**config.mk**
```make
export PLATFORM = sky130hd
export DESIGN_NAME = uart_tx_scheduler
export DESIGN_NICKNAME = d
export VERILOG_FILES = /design/src/rtl/uart_tx_scheduler_pkg.sv /design/src/rtl/uart_tx_scheduler_sync_fifo.sv /design/src/rtl/uart_tx_scheduler.sv
export SDC_FILE = /design/constraint.sdc
export NUM_CORES = 1
export LEC_CHECK = 0
export ABC_AREA = 0
export CORE_MARGIN = 1.5
export CORE_UTILIZATION = 62
export CTS_CLUSTER_DIAMETER = 60
export DETAILED_ROUTE_END_ITERATION = 8
export GPL_ROUTABILITY_DRIVEN = 0
export HOLD_SLACK_MARGIN = 0.1
export PLACE_DENSITY = 0.84
export SLEW_MARGIN = 40
export SYNTH_ARGS = -nofsm -noshare
export SYNTH_HDL_FRONTEND = slang
export SYNTH_SLANG_ARGS = --single-unit
```
**constraint.sdc**
```tcl
create_clock -name clk -period 8.09 [get_ports clk]
set_input_delay 2.0225 -clock clk [delete_from_list [all_inputs] [get_ports clk]]
set_output_delay 2.0225 -clock clk [all_outputs]
set_load 0.02 [all_outputs]
```
**src/rtl/uart_tx_scheduler_pkg.sv**
```systemverilog
// Shared definitions for the UART transmit scheduler and the producers that feed it.
package uart_tx_scheduler_pkg;

  localparam int DEFAULT_CLK_FREQ = 100_000_000;
  localparam int DEFAULT_BAUD     = 9600;

  localparam logic [7:0] ASCII_CR = 8'h0D;
  localparam logic [7:0] ASCII_LF = 8'h0A;
  localparam logic [7:0] ASCII_0  = 8'h30;
  localparam logic [7:0] ASCII_1  = 8'h31;
  localparam logic [7:0] ASCII_2  = 8'h32;
  localparam logic [7:0] ASCII_3  = 8'h33;

  typedef enum logic {
    PACE_IDLE,
    PACE_GAP
  } pace_state_t;

  // One 10-bit frame plus one guard bit, in clock cycles.
  function automatic int byte_cycles(input int clk_freq, input int baud);
    return (clk_freq / baud) * 11;
  endfunction

endpackage

```
**src/rtl/uart_tx_scheduler_sync_fifo.sv**
```systemverilog
// Synchronous FIFO with wrap-bit pointers; a push is accepted when full if a pop happens the same cycle.
module sync_fifo #(
  parameter int WIDTH = 8,
  parameter int DEPTH = 8
) (
  input  logic             clk,
  input  logic             rst_n,
  input  logic             push,
  input  logic [WIDTH-1:0] push_data,
  input  logic             pop,
  output logic [WIDTH-1:0] pop_data,
  output logic             full,
  output logic             empty
);

  localparam int AW = $clog2(DEPTH);

  logic [AW:0]      wr_ptr;
  logic [AW:0]      rd_ptr;
  logic [WIDTH-1:0] mem [DEPTH];
  logic             do_push;
  logic             do_pop;

  assign empty    = (wr_ptr == rd_ptr);
  assign full     = (wr_ptr[AW] != rd_ptr[AW]) && (wr_ptr[AW-1:0] == rd_ptr[AW-1:0]);
  assign do_pop   = pop && !empty;
  assign do_push  = push && (!full || do_pop);
  assign pop_data = mem[rd_ptr[AW-1:0]];

  always_ff @(posedge clk or negedge rst_n) begin
    if (!rst_n) begin
      wr_ptr <= '0;
      rd_ptr <= '0;
    end else begin
      if (do_push) wr_ptr <= wr_ptr + 1'b1;
      if (do_pop)  rd_ptr <= rd_ptr + 1'b1;
    end
  end

  // Storage is not reset; the pointers alone decide what is valid.
  always_ff @(posedge clk) begin
    if (do_push) mem[wr_ptr[AW-1:0]] <= push_data;
  end

endmodule

```
**src/rtl/uart_tx_scheduler.sv**
```systemverilog
// Shares one uart_send transmitter among N_REQ byte producers: per-requester capture slots,
// a round-robin grant into a shared FIFO, and a pacer that releases one byte per frame time.
module uart_tx_scheduler
  import uart_tx_scheduler_pkg::*;
#(
  parameter int N_REQ      = 3,
  parameter int FIFO_DEPTH = 8,
  parameter int CLK_FREQ   = DEFAULT_CLK_FREQ,
  parameter int BAUD       = DEFAULT_BAUD
) (
  input  logic               clk,
  input  logic               rst_n,
  input  logic [N_REQ-1:0]   req_valid,
  input  logic [8*N_REQ-1:0] req_data,
  output logic [N_REQ-1:0]   req_ready,
  output logic               tx_valid,
  output logic [7:0]         tx_data,
  output logic               busy,
  output logic               fifo_full,
  output logic [N_REQ-1:0]   ovf
);

  localparam int BYTE_CYCLES = byte_cycles(CLK_FREQ, BAUD);
  localparam int CW          = $clog2(BYTE_CYCLES);
  localparam int IW          = (N_REQ > 1) ? $clog2(N_REQ) : 1;

  logic [N_REQ-1:0] slot_full;
  logic [7:0]       slot_data [N_REQ];
  logic [IW-1:0]    rr_ptr;
  logic             grant_valid;
  logic [IW-1:0]    grant_idx;
  logic [IW-1:0]    cand;
  logic [N_REQ-1:0] grant_onehot;

  pace_state_t      state, state_n;
  logic [CW-1:0]    cnt, cnt_n;
  logic             tx_valid_n;
  logic [7:0]       tx_data_n;
  logic             pop;
  logic             fifo_empty;
  logic [7:0]       fifo_head;

  // rr_ptr holds the index where the next search begins (one past the last grant).
  always_comb begin
    grant_valid = 1'b0;
    grant_idx   = '0;
    cand        = rr_ptr;
    if (!fifo_full || pop) begin
      for (int k = 0; k < N_REQ; k++) begin
        if (!grant_valid && slot_full[cand]) begin
          grant_valid = 1'b1;
          grant_idx   = cand;
        end
        cand = (cand == IW'(N_REQ - 1)) ? '0 : cand + 1'b1;
      end
    end
    for (int i = 0; i < N_REQ; i++) begin
      grant_onehot[i] = grant_valid && (grant_idx == IW'(i));
    end
  end

  always_ff @(posedge clk or negedge rst_n) begin
    if (!rst_n) begin
      slot_full <= '0;
      ovf       <= '0;
      rr_ptr    <= '0;
      for (int i = 0; i < N_REQ; i++) slot_data[i] <= 8'h00;
    end else begin
      if (grant_valid) rr_ptr <= (grant_idx == IW'(N_REQ - 1)) ? '0 : grant_idx + 1'b1;
      for (int i = 0; i < N_REQ; i++) begin
        if (req_valid[i] && (!slot_full[i] || grant_onehot[i])) begin
          slot_full[i] <= 1'b1;
          slot_data[i] <= req_data[8*i +: 8];
        end else if (grant_onehot[i]) begin
          slot_full[i] <= 1'b0;
        end
        if (req_valid[i] && slot_full[i] && !grant_onehot[i]) ovf[i] <= 1'b1;
      end
    end
  end

  sync_fifo #(
    .WIDTH (8),
    .DEPTH (FIFO_DEPTH)
  ) u_fifo (
    .clk       (clk),
    .rst_n     (rst_n),
    .push      (grant_valid),
    .push_data (slot_data[grant_idx]),
    .pop       (pop),
    .pop_data  (fifo_head),
    .full      (fifo_full),
    .empty     (fifo_empty)
  );

  always_ff @(posedge clk or negedge rst_n) begin
    if (!rst_n) begin
      state    <= PACE_IDLE;
      cnt      <= '0;
      tx_valid <= 1'b0;
      tx_data  <= 8'h00;
    end else begin
      state    <= state_n;
      cnt      <= cnt_n;
      tx_valid <= tx_valid_n;
      tx_data  <= tx_data_n;
    end
  end

  // A byte is only released from IDLE, so uart_send never sees a pulse mid-frame.
  always_comb begin
    state_n    = state;
    cnt_n      = cnt;
    tx_valid_n = 1'b0;
    tx_data_n  = tx_data;
    pop        = 1'b0;
    case (state)
      PACE_IDLE: begin
        if (!fifo_empty) begin
          pop        = 1'b1;
          tx_data_n  = fifo_head;
          tx_valid_n = 1'b1;
          cnt_n      = CW'(BYTE_CYCLES - 1);
          state_n    = PACE_GAP;
        end
      end
      PACE_GAP: begin
        if (cnt == '0) state_n = PACE_IDLE;
        else           cnt_n   = cnt - 1'b1;
      end
      default: state_n = PACE_IDLE;
    endcase
  end

  assign req_ready = ~slot_full;
  assign busy      = !fifo_empty || (|slot_full) || (state != PACE_IDLE);

endmodule

```
## Yosys cells after proc, flatten, opt, wreduce, memory -nomap -nowiden

Memory sizes are Yosys's and may differ from the RTL's. A register that Yosys moved wholly into a read port is not among the register bits.
Index checks and enable logic that the tools add are counted.

- Output and inout port bits: 17
- Bits in writable memories: 64
- Logic and storage cells: 119
- Memories kept: 1
- Bits of input ports: 29
- Bits in registers: 59

Memory list:

| memory | words | width | rd ports | clocked after Yosys merged registers in | wr ports | RTL line | source |
|---|---|---|---|---|---|---|---|
| u_fifo.mem | 8 | 8 | 1 | 1 | 1 | uart_tx_scheduler_sync_fifo.sv:20 | `logic [WIDTH-1:0] mem [DEPTH];` |

- Equal/unequal tests: 9
- Add/subtract/negate cells: 6
- Reduce and logical (&&, ||, !) cells: 43
- Multiplexer cells: 37
- Bitwise logic cells: 4
- Magnitude comparators: 4

Operators with widths:

| operator | number |
|---|---|
| $mux W17 | 2 |
| $pmux W17 S2 | 1 |
| $mux W1 | 20 |
| $logic_and A1 B1 Y1 | 17 |
| $logic_not A17 Y1 | 1 |
| $sub A17 B1 Y17 const B | 1 |
| $bmux W8 S2 | 1 |
| $mux W8 | 2 |
| $mux W2 | 7 |
| $logic_not A1 Y1 | 11 |
| $lt A2 B3 Y1 const B | 3 |
| $add A4 B1 Y4 const B | 2 |
| $logic_or A1 B1 Y1 | 7 |
| $add A2 B1 Y2 const B | 3 |
| $bmux W1 S2 | 3 |
| $eq A2 B2 Y1 const B | 3 |
| $reduce_bool A2 Y1 | 3 |
| $eq A4 B4 Y1 | 1 |
| $ne A2 B2 Y1 const B | 2 |
| $reduce_and A2 Y1 | 2 |
| $eq A3 B3 Y1 | 1 |
| $ge A3 B3 Y1 const B | 1 |
| $not A2 Y3 | 1 |
| $not A3 Y3 | 1 |
| other kinds (6) | 7 |

## Depth between registers and ports, before layout

- Depth after elaboration: 18
- Gate-level depth with buffers: 9
- Gate-level depth less buffers: 7

## Modules after synthesis

Synthesis repeated with hierarchy kept, for this count alone.

- Cell total of the unflattened synthesis: 411
- Area, all modules: 5741.8 µm²

By module, submodules not included:

| module | area each (µm²) | seq. area each (µm²) | cells each | times used |
|---|---|---|---|---|
| sync_fifo | 2977.9 | 2122.0 | 150 | 1 |
| uart_tx_scheduler | 2763.9 | 1476.4 | 261 | 1 |

## Least setup slack after synthesis

OpenSTA, ideal clock, no wires.

- Kind: reg2out
- Start: register u_fifo.rd_ptr[0]
- End: output port busy
- Required time: 6068 ps
- Path slack: 4443 ps
- Cell stages (with the launch flop): 5
- Arrival: 1624 ps
- Path buffers: 1
- Cells stage by stage: dfrtp_1 buf_4 xor2_1 or4b_4 nand4b_1

- Cells in the longest elaborated chain, start to end: 4

Ends and longest elaborated chain:

| element | RTL line | source |
|---|---|---|
| start, declared | uart_tx_scheduler_sync_fifo.sv:19 | `logic [AW:0] rd_ptr;` |
| start signal, assigned | uart_tx_scheduler_sync_fifo.sv:36 | `if (do_pop) rd_ptr <= rd_ptr + 1'b1;` |
| $eq A4 B4 Y1 | uart_tx_scheduler_sync_fifo.sv:24 | `assign empty = (wr_ptr == rd_ptr);` |
| $logic_not A1 Y1 | uart_tx_scheduler.sv:136 | `assign busy = !fifo_empty \|\| (\|slot_full) \|\| (state != PACE_IDLE);` |
| $logic_or A1 B1 Y1 (2 in a row) | uart_tx_scheduler.sv:136 |  |
| end, declared | uart_tx_scheduler.sv:18 | `output logic busy,` |

Every way passes these cells.

## Final worst setup path

Same ends and word-level chain as after synthesis.

==> key figures <==
Yosys
  – Syn. warnings: 0
  – Synth Register Bits: 131
  – Synth Net Count: 423
  – Post-synth ARST share: 51.1%
  – Count leader, synth: dfrtp_1
  – Synth area leaders: edfxtp_1 (34%), dfrtp_1 (30%), mux4_2 (6.4%)
  – Unique masters post-synth: 56
  – Synth cell count leaders: dfrtp_1 (67), edfxtp_1 (64), nor2_1 (19)
  – Area leader, netlist: edfxtp_1
  – Mapped Cells: 390
  – Most used DFF post-synth: dfrtp_1
  – Seq/Total Area, Yosys: 63.7%
  – Post-synth EDFFs: 64
  – Mapped Area: 5650 sq um
  – Syn Area/Cell: 14.5 sq um
  – Synth top area share: 34.0%

Clock network
  – Clk buf depth: 2
  – Clk slew on worst S/H paths: 0.06 ns
  – Hold Buf Count CTS: 0
  – Cts repair resizes: 0
  – Total clock sinks: 131
  – Root Driver: clkbuf_8
  – Number of setup buffers added after CTS: 0
  – CTS tree: yes
  – Worst skew pair latency: 0.51 ns
  – Total CTS buffers: 17
  – H-tree depth: 4

Floorplanning
  – Starting Density: 64.5%
  – Die Span Y: 98.5 um
  – Die width: 98.5 um
  – FP Rows: 34
  – Core area: 8760 sq um
  – Ports: 46
  – Die ar.: 9700 sq um

Setup path
  – CP max FO: 20
  – Crit path largest cell delay: 0.76 ns
  – Critical path cell sequence: xor2_1 -> or4b_4 -> nand4b_1 -> clkdlybuf4s50_1
  – Slowest library cell on the worst path: dfrtp_2
  – Critical Path RT: 6.07 ns
  – Flop2flop setup slack: 4.93 ns
  – Worst Setup End Kind: primary output
  – Worst setup SP type: flop
  – Launch point of the worst reg-to-reg path: u_fifo.rd_ptr[0]
  – Arr. time, crit path: 2.91 ns
  – Crit Path Category: reg -> out
  – Critical Path Start: u_fifo.rd_ptr[0]

Finish
  – Multi-input logic area: 1900 sq um
  – Layout cells sized above 1: 20.0%
  – Layout net count: 476
  – Fillers: 514
  – Layout area overhead: 19.5%
  – Diodes inserted: 0
  – Register area: 3600 sq um

Timing
  – Clock Skews: 0.0126 ns
  – Slew @ Worst Pin: 0.702 ns
  – Hold Violations, Final: 0
  – Setup ws final: 3.16 ns
  – Crit share post-route: 60.9%
  – Max-slew headroom: 53.0%
  – Setup_tns: 0 ns
  – Minimum clock period: 4.93 ns
  – Final setup fails: 0
  – Max-slew violation count: 0
  – Unrepaired setup endpoints after global routing: no
  – Max Freq: 203 MHz

Routing
  – DRT iter0 DRCs: 198
  – DRT Pass-1 Iters: 4
  – Drc violations: 0
  – Average wire per standard cell: 20.8 um
  – Post-DRT Antenna Nets: 0
  – Via count: 3550
  – Vias/cell: 6.29
  – DRT Wirelength: 11800 um

Pwr
  – Tot Pwr: 2.75 mW
  – Leakage power: 2.50 nW
  – Worst VDD drop: 0.000244 V
  – Pwr/cell area: 407 nW/um^2

Min path
  – Hold Startpoint: ovf[0]
  – Hold crit path type: reg -> reg

GRT
  – Vias in the first global route: 3651
  – GRT overflow: 0
  – Tot GR Track Use: 26.3%
  – Pin count of the biggest net entering global routing: 68
  – Antenna violations before repair: 0
  – First-pass GRT wire length: 19400 um

Placed design
  – Placed wire-length estimate: 7130 um
  – DP Worst Slack: 3.51 ns
  – Port bufs: 45

Status
  – Status: finished clean

Flow run
  – Max_cap viols: 0
## stage by stage
step	utilization (%)	instances	area, sq um	hold WS (ns)
after CTS	77.0	564	6740	0.466
after detailed placement	70.7	532	6200	0.448
after global routing	77.0	564	6750	0.479
after floorplan	-	390	5650	0.459
final	77.0	564	6750	0.462
after global placement	70.6	532	6190	0.439
## placed cells by master, fill, tap and decap left out, types with 4 or more instances in the layout
cell type,n
clkbuf_16,18
nand3_1,8
a21oi_1,16
or3_1,6
mux4_2,16
xor2_1,5
dfrtp_1,65
nor4_1,4
mux2i_1,9
inv_1,14
a22oi_1,8
nand2_1,13
mux2_1,11
a21o_1,4
o31ai_1,11
o21ai_0,6
edfxtp_1,64
or4_1,11
o21ai_1,10
buf_4,7
or2_2,4
xnor2_1,6
clkdlybuf4s50_1,44
nor2_1,18
clkinv_2,4
mux2_2,16
ha_1,4
## registers in the layout (all words and copies together) (netlist names)
signal and cells:
cnt 17, ovf 3, rr_ptr 2, slot_data 24, slot_full 3, state 1
tx_data 8, tx_valid 1, u_fifo.mem 64, u_fifo.rd_ptr 4, u_fifo.wr_ptr 4
## where the power goes
part	internal, mW	leakage (nW)	switching, mW
Clock	0.414	0.278	0.287
Combinational	0.313	0.865	0.479
Sequential	1.10	1.36	0.156
Total	1.82	2.50	0.922
## layout make-up
cell class	count	share of cell area (%)
Inverter	16	0.890
Sequential cell	131	53.3
Clock buffer	21	6.99
Clock inverter	11	1.09
Tap cell	108	2.00
Multi-Input combinational cell	224	28.2
Timing Repair Buffer	53	7.54
## worst max-delay path: cells and delay by family (launching register included)
family | cells | cell delay [ns]
XOR/XNOR | 1 | 0.26
buffers and inverters | 1 | 0.55
flip-flops | 1 | 0.76
AND/OR/NAND/NOR | 2 | 0.81
## worst paths after layout
| check | end | cells after the start |
|---|---|---|
| max | busy | 4 |
| min | ovf[0] | 1 |
| max reg2reg | u_fifo.mem[4][3] | 6 |
| min reg2reg | ovf[0] | 1 |
| max in group asynchronous | u_fifo.rd_ptr[0] | 2 |
| min in group asynchronous | state | 2 |
## per-layer routing
layer,share of wire (%),vias up,GRT usage [%]
li1,-,1598,-
met2,52,163,44.3
met1,40,1773,34.5
met4,1.1,0,8.78
met3,6.2,16,5.89
met5,0,-,0
## cell families after synthesis
family,synth area share (%)
DFF,63.7
and+or+nand+nor,9.70
AOI/OAI and AO/OA,7.77
muxes,13.3
buffers and inverters,2.92
xor gates and xnor gates,1.70
adders and majority gates,0.886
(Power assumes the default switching activity.)
